==> config.mk <==
export PLATFORM = sky130hd
export DESIGN_NAME = framebuffer_fetch
export DESIGN_NICKNAME = d
export VERILOG_FILES = /design/src/rtl/framebuffer_fetch.sv
export SDC_FILE = /design/constraint.sdc
export NUM_CORES = 1
export LEC_CHECK = 0
export ABC_AREA = 1
export CAP_MARGIN = 20
export CORE_MARGIN = 4
export CORE_UTILIZATION = 65
export DETAILED_ROUTE_END_ITERATION = 8
export PLACE_DENSITY_LB_ADDON = 0.08
export SETUP_SLACK_MARGIN = 0.02
export SYNTH_ARGS = -nofsm -noshare
export SYNTH_HDL_FRONTEND = slang
export SYNTH_SLANG_ARGS = --single-unit
==> constraint.sdc <==
create_clock -name Clk -period 3.74 [get_ports Clk]
set_clock_uncertainty 0.15 [all_clocks]
set_input_delay 0.935 -clock Clk [delete_from_list [all_inputs] [get_ports Clk]]
set_output_delay 0.935 -clock Clk [all_outputs]
set_load 0.02 [all_outputs]
==> src/rtl/framebuffer_fetch.sv <==
// Prefetches 16-bit framebuffer words from SRAM into a small FIFO and hands them
// to the colour mapper one 8-bit pixel at a time, yielding the bus whenever grant is low.
module framebuffer_fetch #(
  parameter int          H_RES      = 640,
  parameter int          V_RES      = 480,
  parameter logic [19:0] BASE_ADDR  = 20'd0,
  parameter int          FIFO_DEPTH = 16
) (
  input  logic        Clk,
  input  logic        Reset,
  input  logic        frame_start,
  input  logic        bus_grant,
  input  logic [15:0] DATA_IN,
  input  logic        pix_pop,
  output logic        reading,
  output logic [19:0] ADDR,
  output logic [7:0]  pixel,
  output logic        pix_valid,
  output logic        ready,
  output logic        underflow
);
  localparam int PTR_W = $clog2(FIFO_DEPTH);
  localparam int OCC_W = PTR_W + 1;
  localparam logic [17:0]      TOTAL_WORDS = 18'(H_RES * V_RES / 2);
  localparam logic [OCC_W-1:0] DEPTH_OCC   = OCC_W'(FIFO_DEPTH);

  typedef enum logic [1:0] {IDLE, FILL, RUN, DONE} state_t;
  state_t state, state_nxt;

  logic [17:0]      word_cnt;
  logic             vld_p1;
  logic [PTR_W-1:0] wr_ptr, rd_ptr;
  logic [OCC_W-1:0] occ;
  logic             byte_hi;
  logic [15:0]      mem [FIFO_DEPTH];
  logic [15:0]      head;
  logic             accept_p0, push_p1, pop_ok, deq, can_issue;

  // Stage p0: read request and acceptance on the SRAM bus
  assign can_issue = (word_cnt < TOTAL_WORDS) && ((occ + OCC_W'(vld_p1)) < DEPTH_OCC);
  assign accept_p0 = reading && bus_grant;
  assign ADDR      = reading ? (BASE_ADDR + {2'b00, word_cnt}) : 20'd0;

  // Stage p1: returning word lands in the FIFO unless a new frame flushed it
  assign push_p1   = vld_p1 && !frame_start;
  assign pix_valid = (occ != '0);
  assign pop_ok    = pix_pop && pix_valid;
  assign deq       = pop_ok && byte_hi;
  assign head      = mem[rd_ptr];
  assign pixel     = pix_valid ? (byte_hi ? head[15:8] : head[7:0]) : 8'h00;

  always_ff @(posedge Clk) begin
    if (Reset) state <= IDLE;
    else       state <= state_nxt;
  end

  always_comb begin
    state_nxt = state;
    case (state)
      IDLE: state_nxt = IDLE;
      FILL: if (occ == DEPTH_OCC || (word_cnt == TOTAL_WORDS && !vld_p1)) state_nxt = RUN;
      RUN:  if (word_cnt == TOTAL_WORDS && !vld_p1 && occ == '0) state_nxt = DONE;
      DONE: state_nxt = DONE;
      default: state_nxt = IDLE;
    endcase
    if (frame_start) state_nxt = FILL;
  end

  always_comb begin
    reading = 1'b0;
    ready   = 1'b0;
    case (state)
      FILL: reading = can_issue;
      RUN: begin
        reading = can_issue;
        ready   = 1'b1;
      end
      default: ;
    endcase
  end

  always_ff @(posedge Clk) begin
    if (Reset || frame_start) begin
      word_cnt  <= '0;
      vld_p1    <= 1'b0;
      wr_ptr    <= '0;
      rd_ptr    <= '0;
      occ       <= '0;
      byte_hi   <= 1'b0;
      underflow <= 1'b0;
    end else begin
      vld_p1 <= accept_p0;
      if (accept_p0) word_cnt <= word_cnt + 18'd1;
      if (push_p1)   wr_ptr   <= wr_ptr + PTR_W'(1);
      if (deq)       rd_ptr   <= rd_ptr + PTR_W'(1);
      if (pop_ok)    byte_hi  <= !byte_hi;
      if (pix_pop && !pix_valid) underflow <= 1'b1;
      case ({push_p1, deq})
        2'b10:   occ <= occ + OCC_W'(1);
        2'b01:   occ <= occ - OCC_W'(1);
        default: occ <= occ;
      endcase
    end
  end

  // FIFO storage carries data only; pointers and occupancy above decide what is live
  always_ff @(posedge Clk) begin
    if (push_p1) mem[wr_ptr] <= DATA_IN;
  end
endmodule

## Word level (Yosys, flattened, before mapping)

Memory sizes are Yosys's and may differ from the RTL's. A register that Yosys moved wholly into a read port is not among the register bits.
Cells that the tools add are included.

- Flip-flop bits (word level): 36
- Memory bits (writable): 256
- Input bits: 21
- Output and inout port bits: 32
- Word-level logic and storage cells: 65
- Memories: 1

- $add $sub $neg: 6
- Order comparisons: 2
- Equal/unequal tests: 11
- Muxes and demuxes: 14
- Reduce and logical (&&, ||, !) cells: 22

Memories:

| memory | words | width | read ports | clocked after Yosys merged registers in | wr ports | RTL line | text |
|---|---|---|---|---|---|---|---|
| mem | 16 | 16 | 1 | 1 | 1 | 35 | `logic [15:0] mem [FIFO_DEPTH];` |

Operators by type and width:

| kind | count |
|---|---|
| $add 18x1->18 const B | 1 |
| $eq 18x18->1 const B | 1 |
| $lt 18x18->1 const B | 1 |
| $mux 18 | 1 |
| $mux 8 | 2 |
| $pmux 5 s2 | 1 |
| $add 4x1->4 const B | 2 |
| $logic_and 1x1->1 | 8 |
| $mux 4 | 2 |
| $pmux 2 s4 | 1 |
| $eq 2x2->1 const B | 3 |
| $ne 3x3->1 const B | 2 |
| $add 5x1->5 | 1 |
| $add 5x1->5 const B | 1 |
| $eq 5x5->1 const B | 1 |
| $logic_not 5->1 | 1 |
| $lt 5x5->1 const B | 1 |
| $mux 1 | 5 |
| $reduce_bool 5->1 | 1 |
| $sub 5x1->5 const B | 1 |
| $eq 2x1->1 const B | 2 |
| $logic_not 1->1 | 4 |
| $mux 2 | 2 |
| $ne 2x2->1 const B | 2 |
| other kinds (5) | 8 |

## Longest topological paths before layout

- Word-level depth: 6
- Mapped depth: 14
- Mapped depth without buffers: 14

## Worst setup path before layout

OpenSTA, ideal clock, no wires.

- Path type: register to output
- Start point: register state[0]
- End point: output ADDR[10]
- Arrival time: 1.638 ns
- Path slack: 1.017 ns
- Cell stages (with the launch flop): 8
- Buffers on the path: 1
- Path through: dfxtp_1 inv_1 ha_1 nand3_1 nor2_2 inv_2 buf_2 nor2_1

- Word-level cells in the longest chain between the ends: 4
- Elaborated cells between the ends (all ways): 5
- Classes of those cells: eq/ne (2); mux (2); reduce/logical (1)

Ends and longest elaborated chain:

| what | RTL line | text |
|---|---|---|
| start: declaration | 28 | `state_t state, state_nxt;` |
| start signal: assignment | 54 | `else state <= state_nxt;` |
| $eq 2x2->1 / $eq 2x1->1 (equally long branches) | 72 | `case (state)` |
| $reduce_or 2->1 (no line) (*) | n/a |  |
| $mux 1 (*) | 72 |  |
| named net reading | 15 | `output logic reading,` |
| $mux 18 (*) | 42 | `assign ADDR = reading ? (BASE_ADDR + {2'b00, word_cnt}) : 20'd0;` |
| end: declaration | 16 | `output logic [19:0] ADDR,` |

Mark *: on every way through the listed nets, which the timed path passes. The rest lies on a longest branch.

==> metrics.csv <==
stage;metric;value;unit
status;outcome;complete, no violations;
floorplan;die height;146.3;microns
clock_tree;CTS H-tree lvls;1;
layout;ratio of cells with drive above 1 in the final layout;10.40;%
setup_path;Critical Path Sink Type;primary output;
clock_tree;post-CTS setup buffers;0;
sta;Worst-Margin Slew;0.7641;ns
logic_synthesis;Async SR Flop Fraction;0;%
floorplan;die width;146.3;microns
flow_run;Max Cap Viol;0;
setup_path;CP arrival;2.50;ns
sta;minimum clock period;3.581;ns
layout;final non-filler cell area;14520;sq um
logic_synthesis;synth warn;0;
grt;met3 Track Usage GR;4.438;%
grt;GR peak layer;met2;
drt;First DRT Iteration DRCs;987;
grt;GR Layer Usage met1;37.62;%
clock_tree;TritonCTS buffer count;29;
logic_synthesis;top-count cell post-synth;edfxtp_1;
placed_design;DP HPWL;17350;microns
placed_design;I/O Buffers;50;
layout;Fill cells;1204;
drt;Vias;8805;
floorplan;Starting Density;66.27;%
drt;Wirelength per Cell;21.30;microns
setup_path;Critical Path RT;2.65;ns
clock_tree;CTS Sinks;296;
setup_path;FF-to-FF path depth;13;
grt;vias in the first global route;8719;
grt;largest net degree at the start of global routing;66;
grt;met2 usage;47.53;%
sta;Tcrit/Tclk final;95.76;%
setup_path;crit path kind;reg2out;
pwr;maximum vdd ir drop;0.0003555;V
setup_path;critical path peak fanout;38;
layout;Finished Core Util;77.37;%
logic_synthesis;synthesized flop and latch total;296;
layout;area grow syn2layout;16.76;%
clock_tree;CTS Buffer Depth;3;
grt;gr usage total;28.20;%
drt;DR DRC count;0;
logic_synthesis;Netlist cell types;36;
setup_path;CP Launch Type;flop;
logic_synthesis;area leader, netlist;edfxtp_1;
logic_synthesis;Synth top cells by count;edfxtp_1 (256), nor2_1 (216), o21ai_0 (143);
logic_synthesis;Yosys top cell area share;61.81;%
placed_design;post-placement cell area;13370;sq um
sta;Max Slew Vio Count;0;
clock_tree;Root Buffer;clkbuf_16;
floorplan;Die ar.;21410;sq um
hold_path;Hold Path Class;reg2reg;
sta;Fmax;279.2;MHz
sta;Min Hold Slack;0.3404;ns
logic_synthesis;gate count after technology mapping;1100;
setup_path;Worst R2R End;occ[4];
logic_synthesis;Post-synth EDFFs;256;
placed_design;global placement routability congestion;0.9462;
drt;aggregate routed wire length;30180;microns
logic_synthesis;largest cells by area after synthesis;edfxtp_1 (62%), nor2_1 (6.5%), dfxtp_1 (6.4%);
logic_synthesis;Syn Area/Cell;11.31;sq um
setup_path;r2r startpoint;occ[0];
drt;Antenna Violating Nets Remaining;0;
floorplan;I/O pin count;53;
grt;initial antenna violation count;0;
clock_tree;CTS tree;yes;
drt;vias per cell;6.214;
logic_synthesis;Seq/Total Area, Yosys;68.25;%
setup_path;reg-to-reg setup timing slack;0.86;ns
layout;Diodes inserted;0;
drt;Pre-antenna DRT Iters;6;
grt;first-pass GRT wire length;47260;microns
clock_tree;clock transition at the registers of the reported paths;0.06;ns
layout;Layout Nets;1196;
sta;Worst slew margin;48.99;%
pwr;leakage;5.307;nW
setup_path;crit path to;pixel[0];
logic_synthesis;predominant post-synthesis flop cell;edfxtp_1;
sta;Final Setup Violations;0;
sta;post-route setup TNS;0;ns
grt;GRT overflow;0;
sta;Hold Violations, Final;0;
pwr;Power Total;0.006882;W
logic_synthesis;cell area after synthesis;12440;sq um
floorplan;core area;18770;sq um
clock_tree;Worst-Skew Late Latency;0.54;ns
clock_tree;Hold Buf Count CTS;0;
pwr;PwrDens;474.0;nW/um^2
sta;RSZ-0062 raised after global routing;no;
floorplan;Rows;50;
==> kinds of logic after synthesis <==
logic type / synth area share (%)
AO/OA/AOI/OAI: 12.02
XOR/XNOR: 1.479
AND/OR/NAND/NOR: 12.66
adder cells (fa/ha/maj): 1.408
flip-flops: 68.25
other: 0.03015
buffers and inverters: 4.155
==> per-layer routing <==
metal  vias up  share of wire (%)
met5         -                  0
met4         0                3.2
met3        77                8.5
met2       466                 50
met1      4196                 38
li1       4066                  -
==> where the power goes <==
| group | switching (W) | internal, W |
|---|---|---|
| sequential | 0.00000623 | 0.00359 |
| combinational | 0.000108 | 0.0000466 |
| clock | 0.00119 | 0.00195 |
==> timing repair <==
item,in CTS,in global routing
setup endpoints to repair,8,22
pin swaps,0,0
gates cloned,0,1
resized for setup,15,26
==> cell type report <==
cell class / instances / area [sq um] / share of cell area, %
Clock buffer: 42 / 864.6 / 5.954
Clock inverter: 11 / 188.9 / 1.301
Inverter: 61 / 232.7 / 1.603
Multi-Input combinational cell: 683 / 3481 / 23.97
Sequential cell: 296 / 8493 / 58.49
Tap cell: 234 / 292.8 / 2.016
Timing Repair Buffer: 90 / 968.4 / 6.669
==> worst min path at each step <==
stage | from | end | slack, ns | cells past startpoint
floorplan | rd_ptr[2] | flop | 0.30 | 1
global placement | underflow | underflow | 0.30 | 2
detailed placement | rd_ptr[2] | flop | 0.32 | 1
CTS | rd_ptr[2] | rd_ptr[2] | 0.34 | 1
global route | rd_ptr[2] | rd_ptr[2] | 0.36 | 1
finish | rd_ptr[2] | rd_ptr[2] | 0.34 | 1
==> cells in the final DEF, fill, tap and decap left out, types with 3 or more instances in the layout <==
| master | synthesis | layout |
|---|---|---|
| clkinv_1 | 2 | 3 |
| a21oi_1 | 46 | 46 |
| xor2_1 | 19 | 19 |
| buf_4 | 6 | 28 |
| nand2_1 | 89 | 89 |
| nand4_1 | 8 | 8 |
| inv_1 | 52 | 52 |
| clkdlybuf4s50_1 | 0 | 24 |
| buf_12 | 0 | 7 |
| o22ai_1 | 20 | 20 |
| nand3_1 | 49 | 49 |
| ha_1 | 14 | 14 |
| dfxtp_1 | 40 | 38 |
| clkbuf_16 | 0 | 30 |
| edfxtp_1 | 256 | 256 |
| clkinv_2 | 1 | 4 |
| nor3_1 | 12 | 12 |
| o221ai_1 | 39 | 39 |
| dlygate4sd2_1 | 0 | 6 |
| inv_2 | 6 | 5 |
| dlymetal6s2s_1 | 0 | 18 |
| nor2_2 | 2 | 20 |
| o21ai_1 | 12 | 12 |
| bufinv_16 | 0 | 5 |
| clkbuf_8 | 0 | 9 |
| nor2_1 | 216 | 198 |
| o21ai_0 | 143 | 143 |
| clkbuf_1 | 30 | 4 |
==> state kept, by name, indices dropped and copies added (netlist names), named ones only <==
name,flops
byte_hi,1
mem,256
occ,5
rd_ptr,4
state,2
underflow,1
vld_p1,1
word_cnt,18
wr_ptr,4
==> worst max-delay path, cell delays in order, from the launching register on <==
cell	delay, ns
dfxtp_4	0.46
buf_12	0.22
o21ai_0	0.14
o221ai_1	0.23
nand3_1	0.15
nand2_1	0.12
nor2_1	0.06
nor2_1	0.21
dlygate4sd2_1	0.37
==> stage by stage <==
step	std cells	setup WS, ns
floorplan	1101	1.017
global placement	1363	0.3690
detailed placement	1363	0.3796
CTS	1416	0.03649
global route	1417	0.01523
finish	1417	0.1587
(Power assumes the default switching activity.)
